`config.mk`:
```
export PLATFORM = sky130hd
export DESIGN_NAME = ones_enumerator
export DESIGN_NICKNAME = d
export VERILOG_FILES = /design/src/rtl/ones_enumerator_pkg.sv /design/src/rtl/ones_enumerator_lsb_index.sv /design/src/rtl/ones_enumerator.sv
export SDC_FILE = /design/constraint.sdc
export NUM_CORES = 1
export LEC_CHECK = 0
export ABC_AREA = 1
export ABC_CLOCK_PERIOD_IN_PS = 2550
export CORE_ASPECT_RATIO = 1.25
export CORE_MARGIN = 2
export CORE_UTILIZATION = 50
export CTS_CLUSTER_SIZE = 8
export DETAILED_ROUTE_END_ITERATION = 8
export MAX_ROUTING_LAYER = met4
export PLACE_DENSITY = 0.81
export SYNTH_ARGS = -nofsm -noshare
export SYNTH_HDL_FRONTEND = slang
export SYNTH_SLANG_ARGS = --single-unit
```
`constraint.sdc`:
```
create_clock -name clk -period 2.55 [get_ports clk]
set_clock_uncertainty 0.1 [all_clocks]
set_input_delay 0.3825 -clock clk [delete_from_list [all_inputs] [get_ports clk]]
set_output_delay 0.3825 -clock clk [all_outputs]
set_load 0.02 [all_outputs]
```
`src/rtl/ones_enumerator_pkg.sv`:
```
// ============================================================================
// Module      : ones_enumerator_pkg
// Description : Shared types for the set-bit index enumerator.
// Revision    : 1.0 - initial release
// ============================================================================
`default_nettype none

package ones_enumerator_pkg;

    typedef enum logic [0:0] {
        IDLE = 1'b0,
        EMIT = 1'b1
    } state_t;

endpackage

`default_nettype wire

```
`src/rtl/ones_enumerator_lsb_index.sv`:
```
// ============================================================================
// Module      : lsb_index
// Description : Combinational lowest-set-bit priority encoder.
// Revision    : 1.0 - initial release
// ============================================================================
`default_nettype none

module lsb_index #(
    parameter int WIDTH    = 32,
    parameter int IDXWIDTH = $clog2(WIDTH)
) (
    input  logic [WIDTH-1:0]    vec,
    output logic [IDXWIDTH-1:0] idx,
    output logic                any
);

    // Scan from the top down so the lowest set bit is the last writer.
    always_comb begin
        idx = '0;
        for (int i = WIDTH - 1; i >= 0; i--) begin
            if (vec[i]) begin
                idx = IDXWIDTH'(i);
            end
        end
    end

    assign any = |vec;

endmodule

`default_nettype wire

```
`src/rtl/ones_enumerator.sv`:
```
// ============================================================================
// Module      : ones_enumerator
// Description : Streams the index of every set bit of an accepted vector in
//               ascending order; optional ones count via
//               ONES_ENUMERATOR_COUNT_EN.
// Revision    : 1.0 - initial release
// ============================================================================
`default_nettype none

module ones_enumerator
    import ones_enumerator_pkg::*;
#(
    parameter int WIDTH    = 32,
    parameter int IDXWIDTH = $clog2(WIDTH),
    parameter int CNTWIDTH = $clog2(WIDTH + 1)
) (
    input  logic                clk,
    input  logic                rst,
    input  logic                in_valid,
    output logic                in_ready,
    input  logic [WIDTH-1:0]    in_vec,
    output logic                out_valid,
    input  logic                out_ready,
    output logic [IDXWIDTH-1:0] out_idx,
    output logic                out_last,
    output logic                out_empty
`ifdef ONES_ENUMERATOR_COUNT_EN
    ,
    output logic [CNTWIDTH-1:0] out_count
`endif
);

    if (WIDTH < 2 || IDXWIDTH < 1 || CNTWIDTH < 1) begin : g_width_check
        $error("ones_enumerator: WIDTH must be 2 or more");
    end

    state_t             state_q, state_d;
    logic [WIDTH-1:0]   pending_q, pending_d;
    logic               empty_q, empty_d;

    logic               w_accept;
    logic               w_xfer;
    logic               w_last;
    logic               w_any;
    logic [IDXWIDTH-1:0] w_lsb_idx;
    logic [WIDTH-1:0]   w_pending_clr;

    lsb_index #(
        .WIDTH    (WIDTH),
        .IDXWIDTH (IDXWIDTH)
    ) u_lsb_index (
        .vec (pending_q),
        .idx (w_lsb_idx),
        .any (w_any)
    );

    assign in_ready      = (state_q == IDLE) && !rst;
    assign out_valid     = (state_q == EMIT) && !rst;
    assign w_accept      = in_valid && in_ready;
    assign w_xfer        = out_valid && out_ready;
    assign w_pending_clr = pending_q & (pending_q - WIDTH'(1));
    assign w_last        = empty_q || (w_pending_clr == '0);

    // Outputs read as zero whenever no beat is on offer.
    assign out_idx   = (out_valid && w_any) ? w_lsb_idx : '0;
    assign out_last  = out_valid && w_last;
    assign out_empty = out_valid && empty_q;

`ifdef ONES_ENUMERATOR_COUNT_EN
    logic [CNTWIDTH-1:0] cnt_q, cnt_d;
    logic [CNTWIDTH-1:0] beats_q;

    assign out_count = out_valid ? cnt_q : '0;
`endif

    always_comb begin
        state_d   = state_q;
        pending_d = pending_q;
        empty_d   = empty_q;
`ifdef ONES_ENUMERATOR_COUNT_EN
        cnt_d     = cnt_q;
`endif
        case (state_q)
            IDLE: begin
                if (w_accept) begin
                    pending_d = in_vec;
                    empty_d   = (in_vec == '0);
                    state_d   = EMIT;
`ifdef ONES_ENUMERATOR_COUNT_EN
                    cnt_d     = CNTWIDTH'($countones(in_vec));
`endif
                end
            end
            EMIT: begin
                if (w_xfer) begin
                    pending_d = w_pending_clr;
                    if (w_last) begin
                        state_d = IDLE;
                        empty_d = 1'b0;
                    end
                end
            end
            default: state_d = IDLE;
        endcase
    end

    always_ff @(posedge clk) begin
        if (rst) begin
            state_q   <= IDLE;
            pending_q <= '0;
            empty_q   <= 1'b0;
`ifdef ONES_ENUMERATOR_COUNT_EN
            cnt_q     <= '0;
`endif
        end else begin
            state_q   <= state_d;
            pending_q <= pending_d;
            empty_q   <= empty_d;
`ifdef ONES_ENUMERATOR_COUNT_EN
            cnt_q     <= cnt_d;
`endif
        end
    end

`ifdef ONES_ENUMERATOR_COUNT_EN
    // A vector must close after exactly popcount beats, or one beat if zero.
    always_ff @(posedge clk) begin
        if (rst) begin
            beats_q <= '0;
        end else if (w_xfer) begin
            if (w_last) begin
                assert (beats_q + 1'b1 == ((cnt_q == '0) ? CNTWIDTH'(1) : cnt_q));
                beats_q <= '0;
            end else begin
                beats_q <= beats_q + 1'b1;
            end
        end
    end
`endif

endmodule

`default_nettype wire

```
==> results of run 1 <==
[stage by stage]
stage	instances	hold slack, ns	util (%)	setup WS [ns]	power (mW)
final	583	0.4302	81.80	-0.6081	2.159
after detailed placement	567	0.4211	75.13	-0.6513	1.555
after floorplan	394	0.3704	-	0.01611	1.117
after CTS	583	0.4222	79.23	-0.4321	2.035
after global routing	583	0.4492	81.80	-0.7417	2.256
after global placement	567	0.3846	75.13	-0.6413	1.533
[flip-flops by register name, summed over array words and instances, names as in the netlist]
name	count
pending_q	32
empty_q	1
state_q	1
[worst max-delay path, stage by stage (launching register included)]
cell and delay, ns:
dfxtp_1 0.36, nor2_4 0.19, nand2_4 0.10, nor2_8 0.14
nand2_4 0.09, inv_1 0.13, nand2_1 0.12, o21ai_0 0.31
nand4_1 0.19, nor3_2 0.21, nand4_1 0.18, a21oi_1 0.18
buf_4 0.17
[layout make-up]
class                           instances  area [µm²]  share of cell area, %
Clock buffer                            7       86.33                  2.232
Inverter                               65       244.0                  6.307
Timing Repair Buffer                  137        1132                  29.27
Tap cell                               60       75.07                  1.940
Sequential cell                        34       691.9                  17.88
Multi-Input combinational cell        279        1634                  42.24
Clock inverter                          1       5.005                 0.1294
[logic make-up (layout without fill, tap and decap cells)]
group                  after synthesis  in the layout  share of synthesized area, %
AND/OR/NAND/NOR                    176            176                         33.33
AO/OA/AOI/OAI                      103            103                         26.43
buffers and inverters               81            210                         12.42
flip-flops                          34             34                         27.81
[cells in the mapped netlist (2+ instances only)]
cell	count
nor2_2	4
nor3_1	7
nand3_2	2
a221oi_1	9
a211oi_1	2
nor2_1	33
inv_1	60
a21oi_1	34
nand2_1	93
nor4_1	8
nor2_4	4
inv_2	4
nand3_1	13
o21ai_0	28
o31ai_1	2
o2111ai_1	2
nand4_1	5
nand2_4	2
nand2_2	3
o211ai_1	14
a31oi_1	5
clkbuf_1	15
o21ai_1	2
dfxtp_1	34
[layer usage]
layer	track usage [%]	vias up	share of wire [%]
met4	21.43	0	6.0
li1	-	1573	-
met2	59.00	223	50
met5	-	-	0
met1	36.39	1572	36
met3	6.640	74	7.6
[final timing paths]
path	slack (ns)	startpoint	cells past startpoint	endpoint
setup / recovery	-0.61	pending_q[4]	12	out_last
hold / removal	0.43	empty_q	2	empty_q
setup reg to reg	-0.21	pending_q[4]	16	empty_q
hold reg to reg	0.43	empty_q	2	empty_q
[repair_timing]
action,CTS,global route
buffers inserted,8,3
setup endpoints to repair,7,8
endpoints found under the hold margin,0,0
hold buffers,0,0
gates resized for setup,46,44
pin swaps,6,18
[cell usage in the layout, fill, tap and decap left out, types with 2 or more instances in the layout]
cell	count
o21ai_0	25
dfxtp_1	25
a221oi_1	9
nor2_1	25
a31oi_1	5
nor4_1	8
a21oi_1	30
o2111ai_1	2
buf_2	2
dfxtp_2	9
nor2_2	5
inv_2	8
nand3_1	12
buf_4	94
a21oi_2	5
nand2_1	88
o211ai_1	14
o21ai_2	3
inv_1	56
nand3_4	2
nor3_1	3
clkdlybuf4s50_1	38
nand2_4	6
nor3_2	4
o21ai_1	3
nand2_2	4
nand4_1	5
nor2_4	11
clkbuf_8	6
[power by group through the flow]
stage	sequential, mW	clock (mW)	combinational [mW]
2_1_floorplan	0.633	0	0.484
6_report	0.623	0.433	1.10
3_3_place_gp	0.622	0	0.912
3_5_place_dp	0.624	0	0.930
4_1_cts	0.614	0.430	0.991
5_1_grt	0.626	0.452	1.18
==> impl_results.md, run 1 <==
- Cells after synthesis: just under 400
- Clk buf depth: 2
- I/O pin count: 45
- Post-synthesis sequential area ratio: 27.81%
- Max cap viols: 0
- H-Tree Depth: 2
- Die ar.: about 5500 µm²
- # diodes: 0
- Site Rows: 28
- Nets@finish: 558
- Total iterations of the first detailed-routing run: 5
- Status: finished, violations left
- TritonCTS clock tree: built
- Initial Util: around half
- Clock Latency Late Sink: around 0.3 ns
- Slew margin rel.: 57.03%
- Detailed-route DRC error count: 0
- Setup CP Type: reg -> out
- Worst setup EP type: primary output
- Fin. Hold Viols: 0
- #FFs+latches synth: 34
- Violated checks: setup timing
- Final design area excluding fillers: 3869 µm²
- Mapped Area: ~2400 µm²
- Final worst path period need: 3.158 ns
- GRT overflow: 0
- Total GRT Usage: approximately a third
- Sw Share: roughly two fifths
- Netlist cell types: 33
- Synth top area cells: dfxtp_1 28%, nand2_1 14%, inv_1 9.2%, a21oi_1 7.0%, o21ai_0 5.7%
- Asr flop ratio synth: 0%
- Clock transition at path regs: about 0.080 ns
- Fillers: 290
- Post-route ant nets: 0
- VDD IR max: around 0.36 mV
- Vias in the first global route: 3186
- Global-route wire length before repair: approximately 14 mm
- Critical path arrival: around 2.7 ns
- Clk pwr share: about 20%
- Hold WC Path Type: reg -> reg
- Startpoint Class: flip-flop
- Initial DRC count: about 430
- GP Congestion: 0.9691
- Worst Path Required: 2.07 ns
- Core area: about 4700 µm²
- Largest net degree at the start of global routing: 36
- Port buffer count: 44
- CTS Root Cell: clkbuf_8
- Worst-margin pin slew: about 0.64 ns
- Area growth from synthesis to layout: 58.08%
- Layout cell share with drive strength beyond 1: 32.50%
- Warnings, synthesis: 0
- RSZ-0062 raised after global routing: true
- Vias per cell: 5.904
- Die Y: around 82 µm
- PwrDens: between 500 and 600 nW/µm²
- Die width: ~67 µm
- Syn_nets: between 400 and 500
- Max frequency: ~0.32 GHz
- Cell taking the most area after synthesis: dfxtp_1
- Top-area cell type share of the netlist area: between 20 and 30%
- Syn Area/Cell: approximately 6.2 µm²
- Total Negative Setup Slacks: -1.505 ns
- Placed instance area: around 3600 µm²
- Per-cell routed wire length: between 15 and 20 µm
- Initial antenna violation count: 0
- Routed WL: 9.721 mm
- Switching power: 0.8597 mW
- Main synth FF type: dfxtp_1
- Post-synth EDFFs: 0
- Final worst setup slack: -0.6081 ns
- Clk sink count: 34
- Flop pwr share: slightly below 30%
- Setup violators final: 5
- Final worst-path cycle share: 123.8%
- LEAKAGE: 1.822 nW
- Crit path max fanout: 5
- Fin. max-slew vios: 0
- Vias: 3442
- Internal: about 1.3 mW
- Comb pwr share: 51.1%
- Hpwl dp: slightly below 6 mm
- CTS Buf Count: 5
No activity file was read; power rests on OpenSTA's default activity.
==> run 2: changes to the inputs <==
- ABC_CLOCK_PERIOD_IN_PS: 2550 -> 2700
- CORE_UTILIZATION: 50 -> 48
- GPL_TIMING_DRIVEN: default -> 0
- clock period: 2.55 -> 2.7 ns (I/O delays scaled with it)
==> impl_results.md, run 2 (synthesis gave the netlist of run 1 again) <==
- CTS Hold Bufs: 0
- H-Tree Depth: 2
- Biggest regs: pending_q: 32 flops, empty_q: 1 flops, state_q: 1 flops
- I/O pin count: 45
- Total iterations of the first detailed-routing run: 5
- Port buffer count: 43
- LEAKAGE: ~1.5 nW
- Clk buf depth: 2
- GRT overflow: 0
- Total GRT Usage: between 30% and 40%
- Vias: about 3000
- Commonest non-fill, non-tap cell in the layout: nand2_1
- Hold WC Path Type: reg -> reg
- Violated checks: setup timing
- Placed insts: between 400 and 500
- TritonCTS clock tree: built
- Vias in the first global route: 3003
- Post-Place Worst Slack: -0.5675 ns
- RSZ-0062 raised after global routing: true
- Post-route ant nets: 0
- Nets@finish: between 400 and 500
- Setup CP Type: reg -> out
- CTS Root Cell: clkbuf_8
- Clock Latency Late Sink: 0.29 ns
- Clock transition at path regs: roughly 0.080 ns
- Die width: 67.87 µm
- Max cap viols: 0
- Critical path arrival: around 2.6 ns
- Cell Count, Final, Fillers Out: just over 500
- Slew margin rel.: ~57%
- Die ar.: between 5000 and 6000 µm²
- Site Rows: 29
- Switching power: between 0.7 and 0.8 mW
- Max reg flops: 32
- Hold WS: approximately 0.4 ns
- Pwr Total: ~1.8 mW
- Max frequency: 0.3255 GHz
- Clk sink count: 34
- Startpoint Class: flip-flop
- Setup violators final: 3
- Final worst-path cycle share: 113.8%
- Worst Path Required: 2.19 ns
- Initial antenna violation count: 0
- VDD IR max: about 0.23 mV
- Global-route wire length before repair: roughly 13 mm
- Worst-margin pin slew: roughly 0.64 ns
- Detailed-route DRC error count: 0
- Routed WL: 8.114 mm
- Clk pwr share: between 20% and 30%
- Fillers: approximately 460
- Most flop-heavy register: pending_q
- Internal: ~1.1 mW
- CTS Buf Count: 5
- Worst setup EP type: primary output
- Crit path max fanout: 4
- Final worst path period need: slightly above 3 ns
- Placed instance area: about 3000 µm²
- Flop pwr share: about a third
- Layout cell share with drive strength beyond 1: roughly 15%
- Initial Util: approximately 49%
- Most frequent cells in the layout: 92 x nand2_1, 59 x inv_1, 37 x clkdlybuf4s50_1, 33 x a21oi_1
- Vias per cell: 5.721
- Per-cell routed wire length: around 16 µm
- Largest net degree at the start of global routing: 11
- Final worst setup slack: -0.3724 ns
- Sw Share: 40.17%
- Core area: approximately 5000 µm²
- Initial DRC count: about 290
- Final design area excluding fillers: around 3200 µm²
- Fin. Hold Viols: 0
- PwrDens: 545.4 nW/µm²
- Layout Utilization: around 64%
- Fin. max-slew vios: 0
- Area growth from synthesis to layout: 31.65%
- Hpwl dp: roughly 5.7 mm
- Status: finished, violations left
- Die Y: 83.84 µm
- Comb pwr share: between 40% and 50%
- # diodes: 0
- Total Negative Setup Slacks: -0.7202 ns
- GP Congestion: just under 1
-- run 2: metal layers --
metal  vias to the layer above  wire length [µm]  global-route usage (%)
li1                       1447                 -                       -
met1                      1347              3290                   36.20
met2                       139              3867                   51.34
met3                        36               645                   6.883
met4                         0               310                   14.91
met5                         -                 0                       -
-- run 2: worst max-delay path, cell delays in order, from the launching register on --
cell	delay, ns
dfxtp_2	0.33
inv_2	0.06
nand2_2	0.07
nor2_4	0.14
nand2_4	0.11
inv_4	0.08
nand2_4	0.06
nor2_4	0.15
a31oi_4	0.11
a2111oi_4	0.36
o2111ai_2	0.18
nor2_1	0.16
nand4_1	0.13
a21oi_1	0.18
buf_4	0.16
-- run 2: final cells by class --
type	count	area (µm²)	area share, %
Timing Repair Buffer	56	514.2	15.96
Clock buffer	7	86.33	2.680
Buffer	15	56.30	1.748
Tap cell	62	77.57	2.408
Clock inverter	1	5.005	0.1553
Sequential cell	34	690.7	21.44
Multi-Input combinational cell	279	1545	47.96
Inverter	65	246.5	7.650
-- run 2: final timing paths --
path,start,to,slack (ns),cells past startpoint
setup / recovery,pending_q[1],out_last,-0.37,14
hold / removal,empty_q,empty_q,0.40,2
setup reg to reg,pending_q[1],empty_q,0.17,17
hold reg to reg,empty_q,empty_q,0.40,2
-- run 2: what timing repair did --
| action | CTS | global route |
|---|---|---|
| cloned | 0 | 0 |
| pin swaps | 13 | 5 |
| resized for setup | 38 | 14 |
| buffers inserted | 12 | 1 |
| endpoints found under the setup margin | 7 | 7 |
-- run 2: power by group through the flow --
stage / sequential [mW] / combinational [mW] / clock (mW)
after floorplan: 0.598 / 0.457 / 0
after global placement: 0.608 / 0.638 / 0
after detailed placement: 0.609 / 0.647 / 0
after CTS: 0.604 / 0.721 / 0.400
after global routing: 0.613 / 0.832 / 0.428
final: 0.608 / 0.751 / 0.398
==> run 3: changes to the inputs <==
- CORE_MARGIN: 2 -> default
==> impl_results.md, run 3 (synthesis gave the netlist of run 1 again) <==
- PwrDens: around 540 nW/µm²
- Vias per cell: about 5.8
- GR Util met2: about 53%
- Most crowded layer after global routing: met2
- Nets@finish: ~490
- Fin. Hold Viols: 0
- Status: finished, violations left
- Fillers: between 400 and 500
- CP top delay family: simple AND/OR/NAND/NOR gates
- Clk buf depth: 2
- R2R cell count: 17
- Placed insts: around 500
- Per-cell routed wire length: approximately 16 µm
- Clock transition at path regs: ~0.07 ns
- Fin. max-slew vios: 0
- GP Congestion: approximately 1.1
- Setup CP Type: reg -> out
- Die Y: approximately 82 µm
- Pwr Total: approximately 1.7 mW
- Final worst-path cycle share: 116.1%
- Max reg flops: 32
- VDD IR max: slightly below 0.3 mV
- Slew margin rel.: between 50 and 60%
- CP Depth: 14
- Worst setup EP type: primary output
- Hold depth: 2
- Largest net degree at the start of global routing: 11
- Startpoint Class: flip-flop
- Clk sink count: 34
- Crit path max fanout: 5
- CTS Hold Bufs: 0
- LEAKAGE: 1.393 nW
- RSZ-0062 raised after global routing: true
- CTS Root Cell: clkbuf_8
- Detailed-route DRC error count: 0
- Initial antenna violation count: 0
- Port buffer count: between 40 and 50
- Initial Util: between 50% and 60%
- Post-route ant nets: 0
- CP cell instances: inv_2, nand2_2, nor2_4, nand2_4, inv_4, nand2_2, nor2_4, a31oi_4, a2111oi_4, o2111ai_1, nor2_1, nand4_1, a21oi_1, buf_4
- Clock Latency Late Sink: 0.29 ns
- Met3 Use GR: about 6.3%
- TritonCTS clock tree: built
- Worst Path Required: roughly 2.2 ns
- Hpwl dp: 5.769 mm
- Die width: between 60 and 70 µm
- Max frequency: between 0.3 and 0.4 GHz
- Most flop-heavy register: pending_q
- Total iterations of the first detailed-routing run: 5
- H-Tree Depth: 2
- Biggest regs: pending_q: 32 flops, empty_q: 1 flops, state_q: 1 flops
- Final worst path period need: 3.135 ns
- Post-Place Worst Slack: -0.5422 ns
- Initial DRC count: 264
- Vias in the first global route: approximately 2800
- Total GRT Usage: around 33%
- GRT overflow: 0
- Global-route wire length before repair: around 13 mm
- Violated checks: setup timing
- Most frequent cells in the layout: 90 x nand2_1, 59 x inv_1, 38 x clkdlybuf4s50_1, 33 x a21oi_1, 29 x nor2_1
- Routed WL: just under 8 mm
- Final worst setup slack: -0.4346 ns
- Layout cell share with drive strength beyond 1: 13.78%
- Vias: 2944
- Max cap viols: 0
- Worst path max stage delay: between 0.3 and 0.4 ns
- CTS Buf Count: 5
- Setup violators final: 3
- Worst-margin pin slew: about 0.67 ns
- Cell Count, Final, Fillers Out: 510
- I/O pin count: 45
- Die ar.: ~5400 µm²
- Hold WS: roughly 0.40 ns
- Buf/Inv on CP: 3
- Crit-path slowest cell: dfxtp_4
- Hold WC Path Type: reg -> reg
- Critical path arrival: 2.63 ns
- Commonest non-fill, non-tap cell in the layout: nand2_1
- # diodes: 0
- Core area: between 4000 and 5000 µm²
- Area growth from synthesis to layout: 29.40%
- Met1 Use GR: about 37%
- Site Rows: 28
## run 3: cell count changes in the layout (fill, tap and decap cells not counted), sizes merged
cell / delta
buf: -8
clkdlybuf4s15: +1
clkdlybuf4s50: +1
dlymetal6s2s: -1
## run 3: what timing repair did
| action | in CTS | in global routing |
|---|---|---|
| pin swaps | 5 | 9 |
| setup endpoints to repair | 7 | 8 |
| buffers inserted | 2 | 4 |
| gates resized for setup | 26 | 26 |
| hold endpoints to repair | 0 | 0 |
## run 3: layer usage
metal,part of all wire [%],up-vias
met5,0,-
met4,4.3,0
li1,-,1438
met1,40,1323
met3,6.9,38
met2,48,145
## run 3: report_power, final
| part | internal (mW) | switching, mW | leakage (nW) | total [mW] |
|---|---|---|---|---|
| Sequential | 0.552 | 0.0613 | 0.284 | 0.613 |
| Clock | 0.206 | 0.190 | 0.0482 | 0.396 |
| Combinational | 0.275 | 0.440 | 1.06 | 0.715 |
## run 3: final timing paths
path | slack (ns) | startpoint | endpoint
worst max-delay path | -0.43 | pending_q[1] | out_last
worst min-delay path | 0.40 | empty_q | empty_q
worst max register to register | 0.10 | pending_q[1] | empty_q
worst min register to register | 0.40 | empty_q | empty_q
## run 3: layout make-up
| type | instances | area [µm²] | area share [%] |
|---|---|---|---|
| flip-flops and latches | 34 | 698.2 | 22.05 |
| multi-input cells | 279 | 1531 | 48.36 |
| clock buffers | 7 | 86.33 | 2.726 |
| well taps | 60 | 75.07 | 2.371 |
| clock inverters | 1 | 5.005 | 0.1580 |
| repair buffers | 49 | 465.4 | 14.70 |
| plain buffers | 15 | 56.30 | 1.778 |
| inverters | 65 | 249.0 | 7.863 |
## run 3: worst min-delay path: cells and delay by family, from the launching register on
| family | cells | cell delay [ns] |
|---|---|---|
| flops | 1 | 0.31 |
| simple gates | 1 | 0.09 |
| compound gates | 1 | 0.05 |
## run 3: per-stage QoR
step                TNS (ns)  util [%]  cell area, µm²
floorplan                  0         -            2447
CTS                  -0.6262     63.64            3077
global placement      -1.844     61.08            2953
global route          -1.680     65.50            3167
finish               -0.7762     65.50            3167
detailed placement    -1.736     61.08            2953
==> patch (config.mk and constraints of run 3) <==
Build with the macro `ONES_ENUMERATOR_COUNT_EN` defined.
--- a/src/rtl/ones_enumerator.sv
+++ b/src/rtl/ones_enumerator.sv
@@ -6,6 +6,8 @@
 // Revision    : 1.0 - initial release
 // ============================================================================
 `default_nettype none
+
+`define ONES_ENUMERATOR_COUNT_EN
 
 module ones_enumerator
     import ones_enumerator_pkg::*;
Behaviour (old outputs only; new: out_count): unchanged (Yosys induction, for registers that start in step).
==> patch against run 3 <==
- the run still ends with setup timing left
- sequential cell count rose by 6
- cell area rose by 38%
- area after synthesis rose by 38%
- synthesized cell count rose by 25%
- global-route usage fell by 1.4 points
- wire length rose by 37%
- count of clock-buffer cells in the layout fell by 1
- sequential power rose by 20%
- total power rose by 110%
- via count rose by 28%
- worst setup slack got worse by 1.6 ns
- critical path type is now in2reg
==> patch: results (changes against run 3) <==
stage;metric;value;unit;change
logic_synthesis;Synth top cells by count;nand2_1, inv_1, nor2_1;;
setup_path;FF-to-FF path depth;19;;+2
route;drt pass-1 iters;6;;+1
setup_path;crit path from;in_vec[11];;
logic_synthesis;top cells by area, synth;dfxtp_1, fa_1, nand2_1;;
grt;All-Layer GR Usage;0.312;;-0.0144
layout;NonClk Buf Share;0.155;;-0.00961
place;post-DP HPWL;8.08;mm;+40%
layout;Clock-cell share;0.0212;;-0.00762
layout;Reg area;815;sq um;+17%
timing;final setup margin;-2.00;ns;-1.56 ns
logic_synthesis;Synth Register Bits;40;;+18%
layout;Layout Nets;635;;+31%
logic_synthesis;Avg Cell Area, Syn;6.86;sq um;+10%
layout;Layout Utilization;0.652;;-0.00276
logic_synthesis;Synth Area in XOR/XNOR;0.00259;;+0.00259
logic_synthesis;post-synth cell types;36;;+9.1%
place;Port Buffer Count;50;;+16%
grt;global-route wire length before repair;17.3;mm;+34%
place;Post-DP Area;4010;sq um;+36%
hold_path;Worst Hold Launch;in_vec[1];;
clocking;post-CTS sizing;101;;+290%
route;vias per cell;5.74;;-0.58%
grt;largest net degree at the start of global routing;13;;+2
timing;setup violators final;11;;+8
setup_path;crit-path leading delay family;adder cells;;
layout;share of post-route cells with drive strength above 1;0.195;;+0.0576
layout;Largest regs;pending_q (32), cnt_q (6);;
route;initial drt markers;362;;+37%
setup_path;CP max stage cell;fa_1;;
layout;inverter count;97;;+49%
run_status;status;finished, violations left;;
place;Placed Cells;631;;+27%
layout;Multi-In Gates;341;;+22%
route;DR WL/cell;16.6;um;+6.7%
hold_path;hold depth;3;;+1
setup_path;R2R Path Start;pending_q[10];;
setup_path;crit path capture;cnt_q[4];;
logic_synthesis;Mapped Area;3390;sq um;+38%
layout;Fillers;606;;+33%
setup_path;Reg2Reg Setup Slack;-0.23;ns;-0.33 ns
route;DR vias;3759;;+28%
place;gpl congestion;0.980;;-9.4%
grt;vias in the first global route;3631;;+28%
hold_path;WHS Endpoint;pending_q[1];;
place;Setup WS pre-CTS;-2.73;ns;-2.19 ns
run_status;failing checks;setup timing;;
setup_path;Arrival @ worst endpoint;4.80;ns;+2.17 ns
layout;Non-clk bufs;82;;+28%
timing;Setup TNS Final;-11.80;ns;-11.02 ns
patch: cell count changes in the layout (fill, tap and decap cells not counted), moves of 5 or more:
cell             change
fa_1                +23
inv_1               +20
inv_2               +12
buf_4                +9
clkdlybuf4s50_1      -9
nor2_1               +9
buf_6                +7
dfxtp_1              +7
ha_1                 +6
o21ai_1              +6
a21oi_2              +5
patch: routing by layer:
| metal | up-vias | part of all wire | global-route usage |
|---|---|---|---|
| li1 | 1762 | - | - |
| met1 | 1710 | 0.40 | 0.366 |
| met2 | 245 | 0.48 | 0.538 |
| met3 | 42 | 0.077 | 0.0379 |
| met4 | 0 | 0.039 | 0.143 |
| met5 | - | 0 | - |
patch: logic make-up after synthesis:
family / after synthesis
fa+ha+maj: 32
simple gates: 191
xor+xnor: 1
flops: 40
compound gates: 117
buf+inv: 113
patch: where the power goes:
part / switching, mW / internal (mW)
Sequential: 0.0648 / 0.670
Combinational: 1.34 / 1.09
Clock: 0.228 / 0.205
Total: 1.63 / 1.96
